--- src/rtl/serial_add_ctrl.sv ---
// ============================================================================
// serial_add_ctrl
// ----------------------------------------------------------------------------
// Purpose:
//   Bit-serial-by-nibble adder. One 4-bit ripple_adder is time-shared across
//   NIBBLES slices of the operands, one slice per clock. A small three-state
//   FSM (IDLE -> RUN -> DONE -> IDLE) sequences operand capture, slice
//   iteration and result presentation.
//
// Handshake semantics (both sides):
//   A transfer happens on a rising clk edge where valid and ready are both 1.
//   The producer holds valid (and data) until that edge; ready may depend on
//   state only, never combinationally on valid.
//
// Optional feature:
//   SERIAL_ADD_CTRL_SUB_MODE_EN - when defined, adds input port 'sub'. With
//   sub=1 at accept the block computes A-B (B inverted, carry-in forced to 1,
//   cin ignored); cout=1 then means "no borrow". Undefined: add only.
//
// Ports:
//   clk        in   1  single clock, rising edge
//   rst_n      in   1  asynchronous active-low reset
//   in_valid   in   1  operands valid
//   in_ready   out  1  block accepts operands (state IDLE)
//   a, b       in   W  operands, W = 4*NIBBLES
//   cin        in   1  carry-in
//   sub        in   1  subtract select (only with SERIAL_ADD_CTRL_SUB_MODE_EN)
//   out_valid  out  1  result valid (state DONE)
//   out_ready  in   1  consumer takes result
//   sum        out  W  result, modulo 2^W
//   cout       out  1  carry out of MSB
//   ovf        out  1  signed overflow (carry into MSB XOR cout)
//   busy       out  1  high in RUN
//   dbg_state  out  2  current FSM state encoding, for observation
// ============================================================================

// ----------------------------------------------------------------------------
// ripple_adder: 4-bit ripple-carry adder. Also exposes the carry into bit 3
// so the caller can derive signed overflow for the most significant slice.
// ----------------------------------------------------------------------------
module ripple_adder (
   input  logic [3:0] i_a,
   input  logic [3:0] i_b,
   input  logic       i_cin,
   output logic [3:0] o_sum,
   output logic       o_cout,
   output logic       o_c3
);

   // w_c[i] is the carry into bit i; w_c[4] is the carry out.
   logic [4:0] w_c;

   assign w_c[0] = i_cin;

   genvar g;
   generate
      for (g = 0; g < 4; g++) begin : g_fa
         assign o_sum[g]  = i_a[g] ^ i_b[g] ^ w_c[g];
         assign w_c[g+1]  = (i_a[g] & i_b[g]) | (w_c[g] & (i_a[g] ^ i_b[g]));
      end
   endgenerate

   assign o_cout = w_c[4];
   assign o_c3   = w_c[3];

endmodule

// ----------------------------------------------------------------------------
// serial_add_ctrl: top level
// ----------------------------------------------------------------------------
module serial_add_ctrl #(
   parameter int NIBBLES = 4
) (
   input  logic                 clk,
   input  logic                 rst_n,
   input  logic                 in_valid,
   output logic                 in_ready,
   input  logic [4*NIBBLES-1:0] a,
   input  logic [4*NIBBLES-1:0] b,
   input  logic                 cin,
`ifdef SERIAL_ADD_CTRL_SUB_MODE_EN
   input  logic                 sub,
`endif
   output logic                 out_valid,
   input  logic                 out_ready,
   output logic [4*NIBBLES-1:0] sum,
   output logic                 cout,
   output logic                 ovf,
   output logic                 busy,
   output logic [1:0]           dbg_state
);

   localparam int W     = 4 * NIBBLES;
   localparam int IDX_W = (NIBBLES > 1) ? $clog2(NIBBLES) : 1;

   typedef enum logic [1:0] {
      IDLE = 2'd0,
      RUN  = 2'd1,
      DONE = 2'd2
   } state_t;

   // -------------------------------------------------------------------------
   // Registers
   // -------------------------------------------------------------------------
   state_t             r_state;
   logic [W-1:0]       r_a;
   logic [W-1:0]       r_b;       // already inverted when subtracting
   logic               r_carry;
   logic [IDX_W-1:0]   r_idx;
   logic [W-1:0]       r_sum;
   logic               r_cout;
   logic               r_ovf;

   // -------------------------------------------------------------------------
   // Wires
   // -------------------------------------------------------------------------
   state_t             w_state_nxt;
   logic               w_accept;
   logic               w_run;
   logic               w_last;
   logic               w_sub;
   logic [W-1:0]       w_b_load;
   logic               w_cin_load;
   logic [3:0]         w_a_slice;
   logic [3:0]         w_b_slice;
   logic [3:0]         w_add_sum;
   logic               w_add_cout;
   logic               w_add_c3;

`ifdef SERIAL_ADD_CTRL_SUB_MODE_EN
   assign w_sub = sub;
`else
   assign w_sub = 1'b0;
`endif

   // Subtraction is A + ~B + 1; the inversion is applied once at capture so
   // the RUN datapath is identical for add and subtract.
   assign w_b_load   = w_sub ? ~b : b;
   assign w_cin_load = w_sub ? 1'b1 : cin;

   assign w_accept = (r_state == IDLE) && in_valid;
   assign w_run    = (r_state == RUN);
   assign w_last   = (r_idx == IDX_W'(NIBBLES - 1));

   // Slice select: {idx,2'b00} is idx*4 without widening to 32 bits.
   assign w_a_slice = r_a[{r_idx, 2'b00} +: 4];
   assign w_b_slice = r_b[{r_idx, 2'b00} +: 4];

   // -------------------------------------------------------------------------
   // The single shared adder
   // -------------------------------------------------------------------------
   ripple_adder u_adder (
      .i_a    (w_a_slice),
      .i_b    (w_b_slice),
      .i_cin  (r_carry),
      .o_sum  (w_add_sum),
      .o_cout (w_add_cout),
      .o_c3   (w_add_c3)
   );

   // -------------------------------------------------------------------------
   // FSM: state register
   // -------------------------------------------------------------------------
   always_ff @(posedge clk or negedge rst_n) begin
      if (!rst_n) begin
         r_state <= IDLE;
      end else begin
         r_state <= w_state_nxt;
      end
   end

   // -------------------------------------------------------------------------
   // FSM: next state
   // -------------------------------------------------------------------------
   always_comb begin
      w_state_nxt = r_state;
      case (r_state)
         IDLE: begin
            if (in_valid) begin
               w_state_nxt = RUN;
            end
         end
         RUN: begin
            if (w_last) begin
               w_state_nxt = DONE;
            end
         end
         DONE: begin
            if (out_ready) begin
               w_state_nxt = IDLE;
            end
         end
         default: begin
            w_state_nxt = IDLE;
         end
      endcase
   end

   // -------------------------------------------------------------------------
   // Datapath registers
   // -------------------------------------------------------------------------
   always_ff @(posedge clk or negedge rst_n) begin
      if (!rst_n) begin
         r_a     <= '0;
         r_b     <= '0;
         r_carry <= 1'b0;
         r_idx   <= '0;
         r_sum   <= '0;
         r_cout  <= 1'b0;
         r_ovf   <= 1'b0;
      end else begin
         if (w_accept) begin
            // Operands are only captured here, so in_valid in RUN/DONE
            // cannot disturb an operation in flight.
            r_a     <= a;
            r_b     <= w_b_load;
            r_carry <= w_cin_load;
            r_idx   <= '0;
         end else if (w_run) begin
            r_sum[{r_idx, 2'b00} +: 4] <= w_add_sum;
            r_carry                    <= w_add_cout;
            r_idx                      <= r_idx + IDX_W'(1);
            if (w_last) begin
               // cout/ovf change only when the final slice completes, so the
               // previous result's flags stay visible until then.
               r_cout <= w_add_cout;
               r_ovf  <= w_add_c3 ^ w_add_cout;
            end
         end
      end
   end

   // -------------------------------------------------------------------------
   // Outputs
   // -------------------------------------------------------------------------
   assign in_ready  = (r_state == IDLE);
   assign busy      = (r_state == RUN);
   assign out_valid = (r_state == DONE);
   assign sum       = r_sum;
   assign cout      = r_cout;
   assign ovf       = r_ovf;
   assign dbg_state = r_state;

endmodule

--- config.mk ---
export PLATFORM = sky130hd
export DESIGN_NAME = serial_add_ctrl
export DESIGN_NICKNAME = d
export VERILOG_FILES = /design/src/rtl/serial_add_ctrl.sv
export SDC_FILE = /design/constraint.sdc
export NUM_CORES = 1
export LEC_CHECK = 0
export BUFFER_PORTS_ARGS = -buffer_cell sky130_fd_sc_hd__buf_2
export CAP_MARGIN = 0
export CORE_ASPECT_RATIO = 1.25
export CORE_MARGIN = 5
export CORE_UTILIZATION = 57
export DETAILED_ROUTE_END_ITERATION = 6
export PLACE_DENSITY = 0.84
export SETUP_SLACK_MARGIN = 0.15
export SYNTH_ARGS = -nofsm -noshare
export SYNTH_HDL_FRONTEND = slang
export SYNTH_SLANG_ARGS = --single-unit
--- constraint.sdc ---
create_clock -name clk -period 5.8 [get_ports clk]
set_input_delay 0.58 -clock clk [delete_from_list [all_inputs] [get_ports clk]]
set_output_delay 0.58 -clock clk [all_outputs]
set_load 0.01 [all_outputs]
## Word level (Yosys, flattened, before mapping)

Index checks and enable logic that the tools add are counted.

| storage, ports and cells | value |
|---|---|
| register bits | 55 |
| input bits | 37 |
| output and inout bits | 23 |
| logic and storage cells | 57 |

| operators by class | value |
|---|---|
| $add $sub $neg | 2 |
| eq/ne operators | 6 |
| shifts and indexed selects | 4 |
| multiplexer cells | 9 |
| bitwise logic cells | 22 |
| reduce and logical (&&, ||, !) cells | 6 |

Operators with widths:

| operator | count |
|---|---|
| $shiftx 16x5->4 | 2 |
| $bwmux 16 | 1 |
| $shift 4x6->16 const A | 1 |
| $shiftx 4x6->16 | 1 |
| $mux 2 | 5 |
| $xor 1x1->1 | 9 |
| $and 1x1->1 | 8 |
| $neg 4->6 | 1 |
| $pmux 2 s3 | 1 |
| $reduce_and 3->1 | 2 |
| $eq 2x2->1 const B | 2 |
| $ne 2x1->1 const B | 2 |
| $or 1x1->1 | 4 |
| $add 2x1->2 const B | 1 |
| $eq 2x1->1 const B | 1 |
| $logic_not 2->1 | 1 |
| $mux 1 | 2 |
| $ne 2x2->1 const B | 1 |
| $reduce_and 2->1 | 1 |
| $reduce_bool 2->1 | 1 |
| $logic_and 1x1->1 | 1 |
| $not 1->1 | 1 |

## Depth between registers and ports, before layout

| logic depth | value |
|---|---|
| depth after elaboration | 12 |
| depth in mapped cells | 12 |
| gate-level depth less buffers | 11 |

## Modules after synthesis

Synthesis repeated with hierarchy kept, for this count alone.

| unflattened totals | value |
|---|---|
| cell total of the unflattened synthesis | 201 |
| area, all modules | 2597.5 um2 |

By module, submodules not included:

| module | times used | cells an instance | area each (um2) |
|---|---|---|---|
| serial_add_ctrl | 1 | 189 | 2487.4 |
| ripple_adder | 1 | 12 | 110.1 |

## Worst setup path after synthesis

No wires, ideal clock.

| path | value |
|---|---|
| kind | register to register |
| start | register r_idx[0] |
| end | register r_sum[15], in the netlist sum[15] |
| library setup time | 0.121 ns |
| arrival | 2.660 ns |
| data required time | 5.679 ns |
| path slack | 3.019 ns |
| stages on the path, launching flop included | 12 |
| path buffers | 1 |
| path through | dfrtp_1 -> buf_4 -> mux4_2 -> inv_1 -> fa_1 -> inv_1 -> fa_1 -> inv_1 -> fa_1 -> inv_1 -> fa_1 -> a22o_1 |

| on the way | value |
|---|---|
| word-level cells in the longest chain between the ends | 11 |
| elaborated cells between the ends (all ways) | 23 |
| classes of those cells | add/sub: 1; shift: 4; mux: 1; bitwise: 17 |

RTL lines:

| element | RTL line | source |
|---|---|---|
| start, declared | 109 | `logic [IDX_W-1:0] r_idx;` |
| start signal, assigned | 222 | `r_idx <= r_idx + IDX_W'(1);` |
| $shiftx 16x5->4, on equally long branches | 146, 147 |  |
| $xor 1x1->1 | 58, 59 |  |
| $and 1x1->1 | 59 | `assign w_c[g+1] = (i_a[g] & i_b[g]) \| (w_c[g] & (i_a[g] ^ i_b[g]));` |
| $or 1x1->1 | 59 |  |
| $and 1x1->1 | 59 |  |
| $or 1x1->1 | 59 |  |
| $and 1x1->1 | 59 |  |
| $or 1x1->1 | 59 |  |
| $xor 1x1->1 | 58 | `assign o_sum[g] = i_a[g] ^ i_b[g] ^ w_c[g];` |
| $shiftx 4x6->16 | 220 | `r_sum[{r_idx, 2'b00} +: 4] <= w_add_sum;` |
| $bwmux 16 (*) | 220 |  |
| end signal, assigned by index | 220 |  |
| end, declared | 110 | `logic [W-1:0] r_sum;` |

Every way passes the cells marked *; elsewhere a longest branch is shown, timed or not.
A chain may end at the register's enable or synchronous reset.

## Final worst setup path

| path | value |
|---|---|
| start | register r_idx[0] |
| end | register r_sum[7], in the netlist sum[7] |

The elaborated chain is that of the path after synthesis.

==> reports/qor.yml <==
post-route-util_pct: 68.50
nets: 301
synth_area_sq_um: 2606
slew_violations: 0
cts_buffers: 5
ff2ff_setup_slack_ns: 2.45
multi_input_area_sq_um: 1102
preCtsSetupSlack_ns: 2.441
ir_worst_vdd_uv: 322.4
max_freq_ghz: 0.2988
period_share_pct: 57.71
holdBufCountCts: 0
synth_seq_area_share_pct: 52.81
worstSkewPairLatency_ns: 0.31
cts_tree: "built"
grt_pass1_wl_mm: 8.618
power.density_nw_per_um2: 615.0
hold_ws_ns: 0.3926
netlist.area_leader.share_pct: 52.81
cts_buffer_depth: 2
synthTopCellsByArea: "dfrtp_1, mux2_2, mux4_2"
die_area_sq_um: 6033
setup_violations: 0
grt_antenna_before_repair: 0
rsz0062_at_grt: "no"
antennaDiodeCount: 0
post_cts_buffers: 0
area_delta_synth_final_pct: 16.32
ys_ff_latch: 55
synth_edf_count: 0
fillers: 334
core_area_sq_um: 4425
routed_wirelength_mm: 4.998
layout_setup_ws_ns: 2.453
firstDrtPassIters: 4
drive_gt1_share_pct: 43.53
period_needed_ns: 3.347
drc_errors: 0
pin_count: 60
cp-start-kind: "register"
wl_per_cell_microns: 15.97
dp_hpwl_mm: 3.776
cts_resized: 0
yosys.area.top_type: "dfrtp_1"
path_clk_slew_ns: 0.09
detail_route.vias_per_cell: 5.307
end_kind: "register"
rows: 27
crit_path_end: "sum[7]"
syn-num-nets: 242
gp_congestion: 0.7959
synth.most_common_cell: "dfrtp_1"
reg2reg_from: "r_idx[0]"
grt_use_total_pct: 18.26
rr_endpoint: "sum[7]"
synth_common_cells: "dfrtp_1, mux2_2, nand2_1"
yosysWarnings: 0
htreeDepth: 2
drv_cap: 0
reg2reg_depth: 11
drt-initial-drc-count: 78
floorplan.initialDensity_pct: 58.89
async_flop_share_pct: 100.0
required_ns: 6.03
hold_viol: 0
finalSetupTns_ns: 0
cpPeakStageDelay_ns: 0.87
syn_area_per_cell_sq_um: 13.37
worstMarginPinSlew_ns: 0.8047
port_buffers: 59
vias: 1661
status: "finished clean"
antenna_left: 0
syn_inst: 195
hold_path.class: "input pin to asynchronous set/reset pin"
crit_chain: "mux4_2 -> inv_1 -> fa_1 -> inv_1 -> fa_1 -> inv_1 -> fa_1 -> inv_1 -> fa_1 -> nand3_1 -> o21ai_0"
cts_sinks: 55
grt-ovfl-total: 0
crit_path_start: "r_idx[0]"
crit_type: "register to register"
critPathMaxFanout: 19
clockRootBuffer: "clkbuf_8"
slowest_stage: "dfrtp_1"
seq_area_sq_um: 1376
grt_max_degree: 56
die_y_microns: 85.60
ys.flop_type: "dfrtp_1"
die_w_microns: 70.48
power.leakage_nw: 1.449
crit_arrival_ns: 3.57
grt_pass1_vias: 1830
slew_headroom_pct: 46.35
ys_types: 30
fin_skew_ns: 0.004105
-- routing by layer --
| layer | vias up | routed length [microns] | global-route usage (%) |
|---|---|---|---|
| met2 | 52 | 2605 | 32.03 |
| met4 | 0 | 75 | 5.226 |
| met3 | 7 | 321 | 5.158 |
| li1 | 801 | - | - |
| met1 | 801 | 1996 | 21.88 |
| met5 | - | 0 | 0 |
-- worst min-delay path by stage --
stage / startpoint / endpoint / slack, ns
final: rst_n / sum[13] / 0.39
after global routing: rst_n / sum[3] / 0.44
after CTS: rst_n / sum[13] / 0.41
after detailed placement: sum[10] / sum[10] / 0.46
after global placement: sum[8] / sum[8] / 0.46
after floorplan: rst_n / cout / 0.28
-- worst max-delay path: cells and delay by family, from the launching register on --
family                     cells  cell delay [ns]
AOI/OAI and AO/OA              1             0.16
buffers and inverters          4             0.28
DFF                            1             0.87
muxes                          1             0.59
and+or+nand+nor                1             0.09
adders and majority gates      4             1.27
-- report_power, final --
group          switching (mW)  leakage, nW  total [mW]  internal (mW)
registers               0.151        0.682       0.705          0.554
logic                   0.453        0.706       0.900          0.447
clock network           0.119       0.0612       0.259          0.140
total                   0.723         1.45        1.86           1.14
-- area by class of cell --
class	instances	area share, %
sequential	55	45.40
multi-input combinational	117	36.36
timing repair buffer	61	10.24
clock buffer	6	2.724
tap	58	2.394
inverter	14	1.733
clock inverter	2	1.156
-- flip-flops by register name (all words and copies together) (netlist names) --
| register | flops |
|---|---|
| r_a | 16 |
| r_b | 16 |
| sum | 16 |
| dbg_state | 2 |
| r_idx | 2 |
| cout | 1 |
| ovf | 1 |
| r_carry | 1 |
-- cells by family (layout without fill, tap and decap cells) --
kind of cell / count (synthesis) / in the layout / share of synthesized area (%)
AOI/OAI and AO/OA: 24 / 24 / 6.049
DFF: 55 / 55 / 52.81
and+or+nand+nor: 41 / 41 / 8.786
buffers and inverters: 23 / 83 / 4.896
adders and majority gates: 10 / 10 / 5.953
muxes: 41 / 41 / 21.17
xor gates and xnor gates: 1 / 1 / 0.3361
-- metrics by stage --
step	std cells	total power, mW	cell area [sq um]
floorplan	195	1.381	2606
global placement	305	1.582	2914
detailed placement	305	1.626	2914
CTS	313	1.887	3032
global route	313	2.035	3032
finish	313	1.864	3032
-- cell usage in the layout, fill, tap and decap left out, types with 3 or more instances in the layout --
master	netlist	final
inv_1	14	14
mux4_2	8	8
clkbuf_8	0	6
nand2b_1	3	3
o31ai_1	7	7
nand3_1	3	3
mux2_2	31	31
o21ai_0	10	10
fa_1	4	4
a22o_1	3	3
nand2_1	21	21
dfrtp_1	55	55
buf_2	3	59
nand3b_1	4	4
ha_1	6	6
Note: power is estimated with default switching activity, not from simulation.
